$ cat src/rtl/storage_cmp_pkg.sv
// Shared types and defaults for the storage-element compare monitor.
// Supplies the FSM state encoding and default sizing for the monitor and its interface.
package storage_cmp_pkg;

  localparam int DEF_CNT_W  = 16;
  localparam int DEF_WINDOW = 256;

  typedef enum logic [1:0] {
    IDLE = 2'd0,
    ARM  = 2'd1,
    RUN  = 2'd2,
    DONE = 2'd3
  } state_e;

endpackage

$ cat src/rtl/storage_compare_monitor_if.sv
// Control, observed-signal and result bundle between the monitor and its driver.
interface storage_compare_monitor_if #(
  parameter int CNT_W = storage_cmp_pkg::DEF_CNT_W
);

  logic             start;
  logic             d;
  logic             qa;
  logic             qb;
  logic             qc;
  logic             busy;
  logic             done;
  logic [CNT_W-1:0] cnt_d;
  logic [CNT_W-1:0] cnt_qa;
  logic [CNT_W-1:0] cnt_qb;
  logic [CNT_W-1:0] cnt_qc;
  logic [CNT_W-1:0] err_qb;

  modport master (
    output start, d, qa, qb, qc,
    input  busy, done, cnt_d, cnt_qa, cnt_qb, cnt_qc, err_qb
  );

  modport slave (
    input  start, d, qa, qb, qc,
    output busy, done, cnt_d, cnt_qa, cnt_qb, cnt_qc, err_qb
  );

endinterface

$ cat src/rtl/sat_counter.sv
// Up-counter with synchronous clear that sticks at all-ones instead of wrapping.
module sat_counter #(
  parameter int CNT_W = 16
) (
  input  logic             clk,
  input  logic             reset,
  input  logic             i_clear,
  input  logic             i_inc,
  output logic [CNT_W-1:0] o_cnt
);

  logic [CNT_W-1:0] r_cnt;

  always_ff @(posedge clk) begin
    if (reset || i_clear) begin
      r_cnt <= '0;
    end else if (i_inc && (r_cnt != '1)) begin
      r_cnt <= r_cnt + 1'b1;
    end
  end

  assign o_cnt = r_cnt;

endmodule

$ cat src/rtl/storage_compare_monitor.sv
// Counts toggles on d/qa/qb/qc and qb capture errors over a fixed window of clk edges.
// busy/done lag the state register by one edge so results are settled when done rises.
module storage_compare_monitor
  import storage_cmp_pkg::*;
#(
  parameter int CNT_W  = DEF_CNT_W,
  parameter int WINDOW = DEF_WINDOW
) (
  input  logic                      clk,
  input  logic                      reset,
  storage_compare_monitor_if.slave  bus
);

  // state | meaning
  // IDLE  | waiting for start, counters hold last clear
  // ARM   | one cycle: capture prev registers, load window timer
  // RUN   | counting edges until the window timer reaches zero
  // DONE  | results frozen, start re-arms
  localparam logic [1:0] S_IDLE = IDLE;
  localparam logic [1:0] S_ARM  = ARM;
  localparam logic [1:0] S_RUN  = RUN;
  localparam logic [1:0] S_DONE = DONE;

  localparam int WIN_W = (WINDOW > 2) ? $clog2(WINDOW) : 1;

  logic [1:0]       r_state;
  logic [WIN_W-1:0] r_win;
  logic             r_prev_d;
  logic             r_prev_qa;
  logic             r_prev_qb;
  logic             r_prev_qc;
  logic             r_busy;
  logic             r_done;

  logic w_start_ok;
  logic w_run;

  assign w_start_ok = bus.start && ((r_state == S_IDLE) || (r_state == S_DONE));
  assign w_run      = (r_state == S_RUN);

  always_ff @(posedge clk) begin
    if (reset) begin
      r_state   <= S_IDLE;
      r_win     <= '0;
      r_prev_d  <= 1'b0;
      r_prev_qa <= 1'b0;
      r_prev_qb <= 1'b0;
      r_prev_qc <= 1'b0;
      r_busy    <= 1'b0;
      r_done    <= 1'b0;
    end else begin
      r_busy <= (r_state == S_ARM) || w_run;
      r_done <= (r_state == S_DONE) && !bus.start;
      case (r_state)
        S_IDLE, S_DONE: begin
          if (bus.start) r_state <= S_ARM;
        end
        S_ARM: begin
          r_prev_d  <= bus.d;
          r_prev_qa <= bus.qa;
          r_prev_qb <= bus.qb;
          r_prev_qc <= bus.qc;
          r_win     <= WIN_W'(WINDOW - 1);
          r_state   <= S_RUN;
        end
        default: begin
          r_prev_d  <= bus.d;
          r_prev_qa <= bus.qa;
          r_prev_qb <= bus.qb;
          r_prev_qc <= bus.qc;
          if (r_win == '0) begin
            r_state <= S_DONE;
          end else begin
            r_win <= r_win - 1'b1;
          end
        end
      endcase
    end
  end

  // err_qb compares qb against the d that the FF should have captured one edge earlier
  sat_counter #(.CNT_W(CNT_W)) u_cnt_d (
    .clk(clk), .reset(reset), .i_clear(w_start_ok),
    .i_inc(w_run && (bus.d != r_prev_d)), .o_cnt(bus.cnt_d)
  );

  sat_counter #(.CNT_W(CNT_W)) u_cnt_qa (
    .clk(clk), .reset(reset), .i_clear(w_start_ok),
    .i_inc(w_run && (bus.qa != r_prev_qa)), .o_cnt(bus.cnt_qa)
  );

  sat_counter #(.CNT_W(CNT_W)) u_cnt_qb (
    .clk(clk), .reset(reset), .i_clear(w_start_ok),
    .i_inc(w_run && (bus.qb != r_prev_qb)), .o_cnt(bus.cnt_qb)
  );

  sat_counter #(.CNT_W(CNT_W)) u_cnt_qc (
    .clk(clk), .reset(reset), .i_clear(w_start_ok),
    .i_inc(w_run && (bus.qc != r_prev_qc)), .o_cnt(bus.cnt_qc)
  );

  sat_counter #(.CNT_W(CNT_W)) u_err_qb (
    .clk(clk), .reset(reset), .i_clear(w_start_ok),
    .i_inc(w_run && (bus.qb != r_prev_d)), .o_cnt(bus.err_qb)
  );

  assign bus.busy = r_busy;
  assign bus.done = r_done;

endmodule

$ cat src/flat_wrapper.sv
// flat-port wrapper written by rule: the top's interface ports become plain ports
module storage_compare_monitor_flat import storage_cmp_pkg::*;
#(
  parameter int CNT_W  = DEF_CNT_W,
  parameter int WINDOW = DEF_WINDOW
)
  (clk, reset, bus_start, bus_d, bus_qa, bus_qb, bus_qc, bus_busy, bus_done, bus_cnt_d, bus_cnt_qa, bus_cnt_qb, bus_cnt_qc, bus_err_qb);
  storage_compare_monitor_if #(.CNT_W(CNT_W)) bus_i ();
  input  logic clk;
  input  logic reset;
  input wire logic [$bits(bus_i.start)-1:0] bus_start;
  input wire logic [$bits(bus_i.d)-1:0] bus_d;
  input wire logic [$bits(bus_i.qa)-1:0] bus_qa;
  input wire logic [$bits(bus_i.qb)-1:0] bus_qb;
  input wire logic [$bits(bus_i.qc)-1:0] bus_qc;
  output wire logic [$bits(bus_i.busy)-1:0] bus_busy;
  output wire logic [$bits(bus_i.done)-1:0] bus_done;
  output wire logic [$bits(bus_i.cnt_d)-1:0] bus_cnt_d;
  output wire logic [$bits(bus_i.cnt_qa)-1:0] bus_cnt_qa;
  output wire logic [$bits(bus_i.cnt_qb)-1:0] bus_cnt_qb;
  output wire logic [$bits(bus_i.cnt_qc)-1:0] bus_cnt_qc;
  output wire logic [$bits(bus_i.err_qb)-1:0] bus_err_qb;
  assign bus_i.start = bus_start;
  assign bus_i.d = bus_d;
  assign bus_i.qa = bus_qa;
  assign bus_i.qb = bus_qb;
  assign bus_i.qc = bus_qc;
  assign bus_busy = bus_i.busy;
  assign bus_done = bus_i.done;
  assign bus_cnt_d = bus_i.cnt_d;
  assign bus_cnt_qa = bus_i.cnt_qa;
  assign bus_cnt_qb = bus_i.cnt_qb;
  assign bus_cnt_qc = bus_i.cnt_qc;
  assign bus_err_qb = bus_i.err_qb;
  storage_compare_monitor #(.CNT_W(CNT_W), .WINDOW(WINDOW)) u_core (.clk(clk), .reset(reset), .bus(bus_i));
endmodule
$ cat config.mk
export PLATFORM = sky130hd
export DESIGN_NAME = storage_compare_monitor_flat
export DESIGN_NICKNAME = d
export VERILOG_FILES = /design/src/rtl/storage_cmp_pkg.sv /design/src/rtl/storage_compare_monitor_if.sv /design/src/rtl/sat_counter.sv /design/src/rtl/storage_compare_monitor.sv /design/src/flat_wrapper.sv
export SDC_FILE = /design/constraint.sdc
export NUM_CORES = 1
export LEC_CHECK = 0
export BUFFER_PORTS_ARGS = -buffer_cell sky130_fd_sc_hd__buf_4
export CAP_MARGIN = 5
export CORE_UTILIZATION = 50
export CTS_CLUSTER_DIAMETER = 30
export DETAILED_ROUTE_END_ITERATION = 16
export PLACE_DENSITY = 0.73
export SYNTH_ARGS = -nofsm -noshare
export SYNTH_HDL_FRONTEND = slang
export SYNTH_SLANG_ARGS = --single-unit
$ cat constraint.sdc
create_clock -name clk -period 3 [get_ports clk]
set_clock_uncertainty 0.1 [all_clocks]
set_input_delay 0.15 -clock clk [delete_from_list [all_inputs] [get_ports clk]]
set_output_delay 0.15 -clock clk [all_outputs]
set_load 0.02 [all_outputs]
==> metrics.md <==
| Metric | Value |
|---|---|
| RSZ-0062 raised after global routing | `no` |
| Drt first pass iters | `4` |
| Status | `finished, final reports clean` |
| Gr ovfl total | `0` |
| Fillcell total | `821` |
| Syn-to-layout area delta | `22.6%` |
| Seq/Total Area, Yosys | `40.1%` |
| PnR worst setup slack | `~850 ps` |
| Full die area | `9990 sq um` |
| Avg Cell Area, Syn | `8.64 sq um` |
| Final setup viols | `0` |
| Die Y | `99.9 microns` |
| Final worst path period need | `2150 ps` |
| 1st-iter DRT viols | `161` |
| Critical Path Sink Type | `register` |
| Slowest Stage Delay on Critical Path | `580 ps` |
| Worst-case clock buffer depth | `2` |
| Hold crit path type | `reg -> reg` |
| Yosys cell types | `56` |
| Pin count of the biggest net entering global routing | `39` |
| Initial core utilization | `51.7%` |
| First-pass GRT wire length | `about 18 mm` |
| Fin Setup TNS | `0 ps` |
| Core Area | `9280 sq um` |
| Crit start category | `register` |
| Antenna Nets Post-Route | `0` |
| Layout Cells excl Fill | `781` |
| CTS clock-pin slew for the worst setup and hold paths | `90 ps` |
| CTS H-tree lvls | `3` |
| Final period utilization | `71.8%` |
| Async SR Flop Fraction | `0%` |
| Syn Inst Count | `555` |
| Vias per cell | `5.56` |
| DR WL/cell | `14.1 microns` |
| Final Power | `3.41 mW` |
| Worst slew pin tran | `between 700 and 800 ps` |
| Placed cell area | `between 5000 and 6000 sq um` |
| Peak VDD IR | `0.000320 V` |
| WP data required | `3120 ps` |
| Tot GR Track Use | `22.5%` |
| Crit-path cells | `ha_1 > nand3_2 > or4_4 > o21bai_4 > xor2_1 > nor2_1` |
| Final worst hold slack | `between 400 and 500 ps` |
| Placed insts | `758` |
| CP max FO | `14` |
| Final WL | `11.0 mm` |
| MaxCap Viol Count | `0` |
| DIE WIDTH | `99.9 microns` |
| Number of synthesized flops with an enable pin | `0` |
| # diodes | `0` |
| Post-DP HPWL | `7.83 mm` |
| Hold Vio Cnt, Final | `0` |
| Synth Cell Area | `4800 sq um` |
| Commonest non-fill, non-tap cell in the layout | `dfxtp_1` |
| Highest clock rate | `464 MHz` |
| Crit path kind | `reg -> reg` |
| Nets | `665` |
| Clock sinks | `96` |
| Postcts setup bufs | `0` |
| Buffers added on ports | `88` |
| CTS tree | `yes` |
| Inserted Clock Buffers | `9` |
| Vias in the first global route | `roughly 3,800` |
| Worst skew pair latency | `approximately 360 ps` |
| DRC errors left | `0` |
| GP Congestion | `0.846` |
| Pwr dens | `579 nW/um^2` |
| #FFs+latches synth | `96` |
| Worst Path Arrival | `2270 ps` |
| Most frequent cells in the layout | `dfxtp_1, buf_4, nor2_1` |
| Crit path buf inv count | `0` |
| IO Count | `89` |
| Layout Utilization | `63.4%` |
| Prevailing post-synth register cell | `dfxtp_1` |
| LEAKAGE | `2.19 nW` |
| FP Rows | `35` |
| Root Buffer | `clkbuf_8` |
| Synth Net Count | `573` |
| Initial antenna violation count | `0` |
| PostCTS Resize Cnt | `0` |
| Synth warn | `0` |
| Slew margin rel. | `about 48%` |
| Layout cells sized above 1 | `19.6%` |
| Post-route cell area | `5880 sq um` |
| Vias | `roughly 4,300` |
| Setup WS pre-CTS | `between 800 and 900 ps` |
| CP top delay family | `simple AND/OR/NAND/NOR gates` |
| Slew Limit Fails | `0` |
| CP max-delay cell | `or4_4` |
==> power breakdown <==
group | internal (mW) | switching [mW] | leakage [nW]
clock network | 0.518 | 0.450 | 0.113
logic | 0.371 | 0.606 | 1.30
registers | 1.37 | 0.0964 | 0.775
==> final cells by class <==
class                           count  area, sq um  share of cell area, %
Clock buffer                       12          155                   2.64
Sequential cell                    96         1920                   32.7
Timing Repair Buffer              101          776                   13.2
Inverter                           13         48.8                  0.830
Tap cell                          129          161                   2.74
Multi-Input combinational cell    426         2740                   46.6
Clock inverter                      4         76.3                   1.30
==> cells by family after synthesis <==
| kind of cell | share of synthesized area [%] |
|---|---|
| xor gates and xnor gates | 10.8 |
| buffers and inverters | 2.84 |
| DFF | 40.1 |
| AOI/OAI and AO/OA | 11.8 |
| adders and majority gates | 2.87 |
| and+or+nand+nor | 30.2 |
| muxes | 1.46 |
==> registers in the layout (all words and copies together) (netlist names) <==
name,count
u_core.u_cnt_qb.o_cnt,16
u_core.r_win,8
u_core.u_cnt_d.o_cnt,16
u_core.u_cnt_qc.o_cnt,16
u_core.r_state,2
u_core.r_prev_d,1
u_core.r_prev_qc,1
u_core.u_err_qb.o_cnt,16
u_core.r_prev_qb,1
u_core.u_cnt_qa.o_cnt,16
u_core.bus.busy,1
u_core.bus.done,1
u_core.r_prev_qa,1
==> what timing repair did <==
action                     in CTS  in global routing
hold buffers                    7                  0
hold endpoints to repair       11                  0
setup endpoints to repair       0                  0
==> path summary, 6_finish.rpt <==
check | from | to | slack [ps] | depth (start not counted)
max | u_core.u_cnt_qb.o_cnt[0] | u_core.u_cnt_qb.o_cnt[0] | 850 | 6
min | u_core.u_err_qb.o_cnt[1] | u_core.u_err_qb.o_cnt[1] | 410 | 2
max reg2reg | u_core.u_cnt_qb.o_cnt[0] | u_core.u_cnt_qb.o_cnt[0] | 850 | 6
min reg2reg | u_core.u_err_qb.o_cnt[1] | u_core.u_err_qb.o_cnt[1] | 410 | 2
==> worst reg2reg max path, delay by kind of cell, from the launching register on <==
kind            cells  cell delay, ps
simple gates        3             790
flops               1             410
compound gates      1             300
fa+ha+maj           1             230
xor+xnor            1             180
==> layer usage <==
layer  up-vias  wire [microns]  track usage [%]
met5         -               0                0
met4         0             169             8.03
met3        14             469             2.99
met2       102            5170             36.3
met1      2042            5220             31.0
li1       2184               -                -
==> cell usage after synthesis, types with 6 or more instances <==
library cell / number / area share (%)
dfxtp_1: 96 / 40
nor2_1: 83 / 6.5
xnor2_1: 47 / 8.6
nand2_1: 40 / 3.1
nand3_1: 33 / 3.4
a21oi_1: 22 / 2.3
nand4_1: 22 / 2.9
nor3_1: 18 / 1.9
a211oi_1: 16 / 2.5
clkbuf_1: 13 / 1.0
inv_1: 13 / 1.0
xor2_1: 12 / 2.2
ha_1: 11 / 2.9
and3_1: 9 / 1.2
o21ai_0: 9 / 0.94
and4_1: 8 / 1.5
nor4_1: 8 / 1.0
mux2i_1: 7 / 1.5
a31oi_1: 6 / 0.78
nand2b_1: 6 / 0.78
Power figures use the tool's default switching activity.
